**src/rtl/tc_pkg.sv**
```systemverilog
// Shared constants for the memory-mapped down-counting timer: address map,
// CTRL bit positions, mode encodings and FSM state encoding.
package tc_pkg;

    localparam logic [1:0] ADDR_CTRL   = 2'b00;
    localparam logic [1:0] ADDR_PRESET = 2'b01;
    localparam logic [1:0] ADDR_COUNT  = 2'b10;

    localparam int CTRL_EN      = 0;
    localparam int CTRL_MODE_LO = 1;
    localparam int CTRL_MODE_HI = 2;
    localparam int CTRL_IM      = 3;

    localparam logic [1:0] MODE_ONESHOT = 2'b00;
    localparam logic [1:0] MODE_RELOAD  = 2'b01;

    typedef enum logic [1:0] {
        IDLE = 2'd0,
        LOAD = 2'd1,
        CNT  = 2'd2,
        INT  = 2'd3
    } tc_state_e;

endpackage

```
**src/rtl/timer_counter.sv**
```systemverilog
// 32-bit one-shot/auto-reload down counter with CTRL/PRESET/COUNT registers and irq.
// Reads are combinational (0 cycles); writes land on the strobe edge; no backpressure.
module timer_counter
    import tc_pkg::*;
(
    input  logic        clk,
    input  logic        reset,
    input  logic [1:0]  addr,
    input  logic        we,
    input  logic [31:0] wdata,
    output logic [31:0] rdata,
    output logic        irq
);

    logic [3:0]  ctrl;
    logic [3:0]  ctrl_d;
    logic [31:0] preset;
    logic [31:0] count;
    logic [31:0] count_nxt;
    logic        flag;
    logic        flag_d;
    tc_state_e   state;
    tc_state_e   state_nxt;

    logic        wr_ctrl;
    logic        wr_preset;
    logic        flag_set;
    logic        flag_clr;
    logic        en_clr;
    logic [1:0]  mode;

    assign wr_ctrl   = we && (addr == ADDR_CTRL);
    assign wr_preset = we && (addr == ADDR_PRESET);
    assign mode      = ctrl[CTRL_MODE_HI:CTRL_MODE_LO];

    always_comb begin
        state_nxt = state;
        count_nxt = count;
        flag_set  = 1'b0;
        flag_clr  = 1'b0;
        en_clr    = 1'b0;
        case (state)
            IDLE: begin
                if (ctrl[CTRL_EN]) begin
                    state_nxt = LOAD;
                end
            end
            LOAD: begin
                count_nxt = preset;
                state_nxt = CNT;
            end
            CNT: begin
                if (!ctrl[CTRL_EN]) begin
                    state_nxt = IDLE;
                end else if (count > 32'd1) begin
                    count_nxt = count - 32'd1;
                end else begin
                    // PRESET=0 lands here straight after LOAD, same as PRESET=1
                    count_nxt = '0;
                    state_nxt = INT;
                    flag_set  = 1'b1;
                end
            end
            INT: begin
                if (mode == MODE_RELOAD) begin
                    state_nxt = LOAD;
                    flag_clr  = 1'b1;
                end else begin
                    en_clr    = 1'b1;
                    state_nxt = IDLE;
                end
            end
            default: state_nxt = IDLE;
        endcase
    end

    // A CPU write to CTRL overrides the one-shot EN clear; expiry beats a clearing write.
    always_comb begin
        ctrl_d = ctrl;
        if (wr_ctrl) begin
            ctrl_d = wdata[3:0];
        end else if (en_clr) begin
            ctrl_d[CTRL_EN] = 1'b0;
        end

        flag_d = flag;
        if (flag_set) begin
            flag_d = 1'b1;
        end else if (wr_ctrl || wr_preset || flag_clr) begin
            flag_d = 1'b0;
        end
    end

    always_ff @(posedge clk) begin
        if (reset) begin
            ctrl   <= '0;
            preset <= '0;
            count  <= '0;
            state  <= IDLE;
            flag   <= 1'b0;
            irq    <= 1'b0;
        end else begin
            ctrl   <= ctrl_d;
            if (wr_preset) begin
                preset <= wdata;
            end
            count  <= count_nxt;
            state  <= state_nxt;
            flag   <= flag_d;
            irq    <= flag_d & ctrl_d[CTRL_IM];
        end
    end

    always_comb begin
        rdata = '0;
        case (addr)
            ADDR_CTRL:   rdata = {28'd0, ctrl};
            ADDR_PRESET: rdata = preset;
            ADDR_COUNT:  rdata = count;
            default:     rdata = '0;
        endcase
    end

endmodule
```
**config.mk**
```make
export PLATFORM = sky130hd
export DESIGN_NAME = timer_counter
export DESIGN_NICKNAME = d
export VERILOG_FILES = /design/src/rtl/tc_pkg.sv /design/src/rtl/timer_counter.sv
export SDC_FILE = /design/constraint.sdc
export NUM_CORES = 1
export LEC_CHECK = 0
export ABC_CLOCK_PERIOD_IN_PS = 3400
export BUFFER_PORTS_ARGS = -buffer_cell sky130_fd_sc_hd__buf_4
export CORE_MARGIN = 2
export CORE_UTILIZATION = 29
export DETAILED_ROUTE_END_ITERATION = 12
export PLACE_DENSITY = 0.58
export SLEW_MARGIN = 0
export SYNTH_ARGS = -nofsm -noshare
export SYNTH_HDL_FRONTEND = slang
export SYNTH_SLANG_ARGS = --single-unit
```
**constraint.sdc**
```tcl
create_clock -name clk -period 3.4 [get_ports clk]
set_input_delay 0.34 -clock clk [delete_from_list [all_inputs] [get_ports clk]]
set_output_delay 0.34 -clock clk [all_outputs]
set_load 0.005 [all_outputs]
```
* Word-level counts from Yosys, hierarchy flattened
Index checks and enable logic that the tools add are counted.
Storage, ports and cells: flip-flop bits (word level) 72, logic and storage cells 51, input port bits 37, output and inout port bits 33
Cells by class: $add $sub $neg 1, order comparisons 1, bitwise gates (word level) 1, eq/ne operators 9, muxes and demuxes 21, reductions and logical operators 10
Operators with widths (count):
- 32-bit one-hot mux with 3 select lines | 1
- 32-bit 2-to-1 mux | 2
- 32-bit one-hot mux with 2 select lines | 1
- 32-bit by 1-bit > comparator with 1-bit output (second input constant) | 1
- 32-bit by 1-bit subtractor with 32-bit output (second input constant) | 1
- 1-bit 2-to-1 mux | 12
- 2-bit one-hot mux with 4 select lines | 1
- 2-bit by 1-bit equality test with 1-bit output (second input constant) | 3
- 2-bit equality test (second input constant) | 3
- 2-bit 2-to-1 mux | 3
- 2-bit logical NOT | 2
- 2-bit inequality test (second input constant) | 2
- 2-bit AND reduction | 2
- 2-bit nonzero test | 2
- 3-bit 2-to-1 mux | 1
- 3-bit inequality test (second input constant) | 1
- 1-bit logical AND | 2
- 1-bit logical OR | 2
- 1-bit bitwise AND | 1

* Depth between registers and ports, before layout
word-level depth 7, gate-level depth with buffers 8, gate-level depth less buffers 7

* Worst setup path after synthesis
No wires, ideal clock.
kind register -> register, start reg count[0], end reg count[30], period minus slack after synthesis 2.422 ns, data arrival time 2.331 ns, buffers on the path 0, stages on the path, launching flop included 8, setup slack 0.978 ns, cell sequence dfxtp_1 inv_1 ha_1 or3b_2 nor4_4 nand4_1 or4_1 a311oi_1
Between the ends: longest elaborated chain between the ends 4
Ends and longest elaborated chain:
- start: declaration | RTL line timer_counter.sv:18 | logic [31:0] count;
- start signal: assignment | RTL line timer_counter.sv:107 | count <= count_nxt;
- 32-bit by 1-bit subtractor with 32-bit output or 32-bit by 1-bit > comparator with 1-bit output (tied branches) | RTL line timer_counter.sv:56, timer_counter.sv:55
- 32-bit 2-to-1 mux * | RTL line timer_counter.sv:55 | end else if (count > 32'd1) begin
- 32-bit 2-to-1 mux * | RTL line timer_counter.sv:53 | if (!ctrl[CTRL_EN]) begin
- 32-bit one-hot mux with 2 select lines * | RTL line timer_counter.sv:42 | case (state)
Mark *: on every way between the ends. The rest lies on a longest branch, timed or not. The select of a mux whose other input is x is not followed. A chain may end at the register's enable or synchronous reset.

* Worst setup path in the final report
start reg count[25], end reg state[0]
Between the ends: longest elaborated chain between the ends 3
Ends and longest elaborated chain:
- 32-bit by 1-bit > comparator with 1-bit output | RTL line timer_counter.sv:55
- 3-bit inequality test (no line)
- 2-bit AND reduction (no line)
- end signal: assignment | RTL line timer_counter.sv:108 | state <= state_nxt;
- end: declaration | RTL line timer_counter.sv:22 | tc_state_e state;
No other way between the ends.

==> flow_metrics.env <==
export IMPL_status="complete, no violations"
export IMPL_final_setup_viol_count=0
export IMPL_clkLatencyLatePin_ns=0.34
export IMPL_drc=0
export IMPL_worst_pin_slew_ns=1.11
export IMPL_critical_path_buf_inv_count=1
export IMPL_core_area_um2=13800
export IMPL_hold_violations=0
export IMPL_crit_path_max_incr_delay_ns=0.60
export IMPL_wl_per_cell_um=17.6
export IMPL_fin_nets=631
export IMPL_yosys_top_cells_area="dfxtp_1 (35%), nand2_1 (8.1%), a21oi_1 (7.0%), a22o_1 (6.0%), clkbuf_1 (4.5%)"
export IMPL_maxCapViolations=0
export IMPL_grt_usage_pct=18.5
export IMPL_powerDensity_nw_per_um2=429
export IMPL_numPlacedInstances=761
export IMPL_ctsRootBufferMaster="clkbuf_16"
export IMPL_drive_gt1_share_pct=18.6
export IMPL_drtAntennaViolNets=0
export IMPL_required_ns=3.66
export IMPL_setup_tns_final_ns=0
export IMPL_synth_edf_count=0
export IMPL_htreeDepth=3
export IMPL_min_period_ns=2.78
export IMPL_cp_top_family="simple AND/OR/NAND/NOR gates"
export IMPL_cp_max_fo=25
export IMPL_finalClockSkew_ns=0.00855
export IMPL_mostFrequentLayoutCell="nand2_1"
export IMPL_cts_sinks=72
export IMPL_worstSetupEndpoint="state[0]$_SDFFE_PP0P_"
export IMPL_grt_first_pass_wirelength_mm=21.8
export IMPL_start_util_pct=29.6
export IMPL_layout_common_cells="nand2_1 (88), buf_4 (83), dfxtp_1 (72), a21oi_1 (57), nor2_1 (39)"
export IMPL_synth_distinct_cells=52
export IMPL_cp_slowest_cell="or4_1"
export IMPL_gp_routability_congestion=0.903
export IMPL_crit_chain="or4_1, nor4_1, nand4_1, buf_4, a211o_1, a21oi_1"
export IMPL_start_kind="register"
export IMPL_r2r_setup_slack_ns=0.62
export IMPL_viasPerCell=5.63
export IMPL_end_kind="register"
export IMPL_crit_start="count[25]$_SDFFE_PP0P_"
export IMPL_leakage_nw=1.91
export IMPL_dr_pass1_iters=5
export IMPL_r2r_start="count[25]$_SDFFE_PP0P_"
export IMPL_synth_largest_area_cell="dfxtp_1"
export IMPL_ios=70
export IMPL_synthFlopType="dfxtp_1"
export IMPL_cts_max_path_buffers=2
export IMPL_synth_top_area_share_pct=35.2
export IMPL_fin_crit_sh_pct=81.7
export IMPL_reg2reg_to="state[0]$_SDFFE_PP0P_"
export IMPL_ir_drop_v=0.000175
export IMPL_rsz0062_at_grt="false"
export IMPL_ys_warn_count=0
export IMPL_numCtsBuffers=9
export IMPL_max_clock_freq_mhz=360
export IMPL_grt_overflow=0
export IMPL_hpwlAfterDp_mm=9.43
export IMPL_die_h_um=123
export IMPL_area_growth_syn_to_layout_pct=23.3
export IMPL_hold_buffers=0
export IMPL_ys_ff_latch=72
export IMPL_antenna_found_initial=0
export IMPL_r2r_cells=6
export IMPL_portBuffers=69
export IMPL_syn_inst=549
export IMPL_diodes=0
export IMPL_initialDrtViolationCount=394
export IMPL_rows=43
export IMPL_worstSetupPathType="register to register"
export IMPL_synthArstFlopShare_pct=0
export IMPL_worstPathArrival_ns=3.04
export IMPL_tritoncts="done"
export IMPL_min_path_type="input port to register"
export IMPL_path_depth=6
export IMPL_post_cts_resized=0
export IMPL_die_w_um=123
export IMPL_finalWirelength_mm=13.6
export IMPL_relSlewSlack_pct=25.4
export IMPL_seq_area_frac_synth_pct=35.2
export IMPL_avgSynthCellArea_um2=7.45
export IMPL_slew_viol_final=0
export IMPL_layoutNonFillerInstCount=777
export IMPL_grt_pass1_vias=4112
export IMPL_post_cts_setup_buffer_count=0
export IMPL_cts_reportedPaths_clkPinSlew_ns=0.06
export IMPL_synth_fp_nets=588
export IMPL_grt_max_degree=73
export IMPL_vias=4372
export IMPL_die_area_um2=15100
export IMPL_syn_area_um2=4090
==> power by group <==
group | internal (mW) | switching (mW) | leakage (nW)
clock network | 0.587 | 0.372 | 0.145
registers | 0.865 | 0.0271 | 0.583
logic | 0.118 | 0.193 | 1.18
==> cell families (layout without fill, tap and decap cells) <==
group           count (synthesis)  after routing  share of synthesized area, %
buf+inv                        60            108                          5.69
simple gates                  224            224                          27.1
compound gates                178            178                          28.1
mux                            13             13                          3.24
flops                          72             72                          35.2
fa+ha+maj                       2              2                         0.612
==> cell usage after synthesis, types with 5 or more instances <==
cell,instances
nand2_1,88
inv_1,9
mux2i_1,11
nor2_1,39
o21ai_0,32
clkbuf_1,49
a211oi_1,12
a31oi_1,16
nand4_1,11
nor3_1,7
a221oi_1,5
nor4_1,8
dfxtp_1,72
a21oi_1,57
a22o_1,28
or4_1,8
nor2b_1,6
nand3_1,26
==> flip-flops by register name (all words and copies together), names as in the netlist <==
signal	flops
count	32
preset	32
ctrl	4
state	2
flag	1
irq	1
==> metal layers <==
layer,GRT usage [%],vias up,share of wire (%)
li1,-,2105,-
met5,0,-,0
met3,2.97,18,5.8
met4,7.04,0,1.9
met2,28.9,154,47
met1,25.6,2095,46
==> final cells by class <==
type	instances	area (um2)
Multi-Input combinational cell	417	2420
Clock inverter	5	56.3
Sequential cell	72	1440
Tap cell	180	225
Inverter	9	33.8
Clock buffer	11	243
Fill cell	1427	8780
Timing Repair Buffer	83	623
==> how the worst min path moves through the flow <==
stage	to	start	depth (start not counted)	slack, ns
6_report	preset[19]$_SDFFE_PP0P_	wdata[19]	3	0.25
5_1_grt	preset[23]$_SDFFE_PP0P_	wdata[23]	3	0.25
4_1_cts	preset[10]$_SDFFE_PP0P_	wdata[10]	3	0.24
3_5_place_dp	preset[29]$_SDFFE_PP0P_	preset[29]$_SDFFE_PP0P_	2	0.47
3_3_place_gp	preset[28]$_SDFFE_PP0P_	preset[28]$_SDFFE_PP0P_	2	0.46
2_1_floorplan	preset[1]$_SDFFE_PP0P_	preset[1]$_SDFFE_PP0P_	2	0.45
==> stage by stage <==
step	hold slack, ns	util (%)	total power, mW	setup WS [ns]	area [um2]
3_5_place_dp	0.466	34.3	1.22	0.678	4750
5_1_grt	0.251	36.5	2.24	0.471	5040
3_3_place_gp	0.463	34.3	1.21	0.850	4750
2_1_floorplan	0.446	-	1.09	0.978	4090
4_1_cts	0.244	36.5	2.17	0.649	5040
6_report	0.245	36.5	2.16	0.622	5040
==> worst min-delay path: stages <==
cell and delay (ns):
buf_4 0.11, nand2_1 0.05, a21oi_1 0.05
Note: power is estimated with default switching activity, not from simulation.
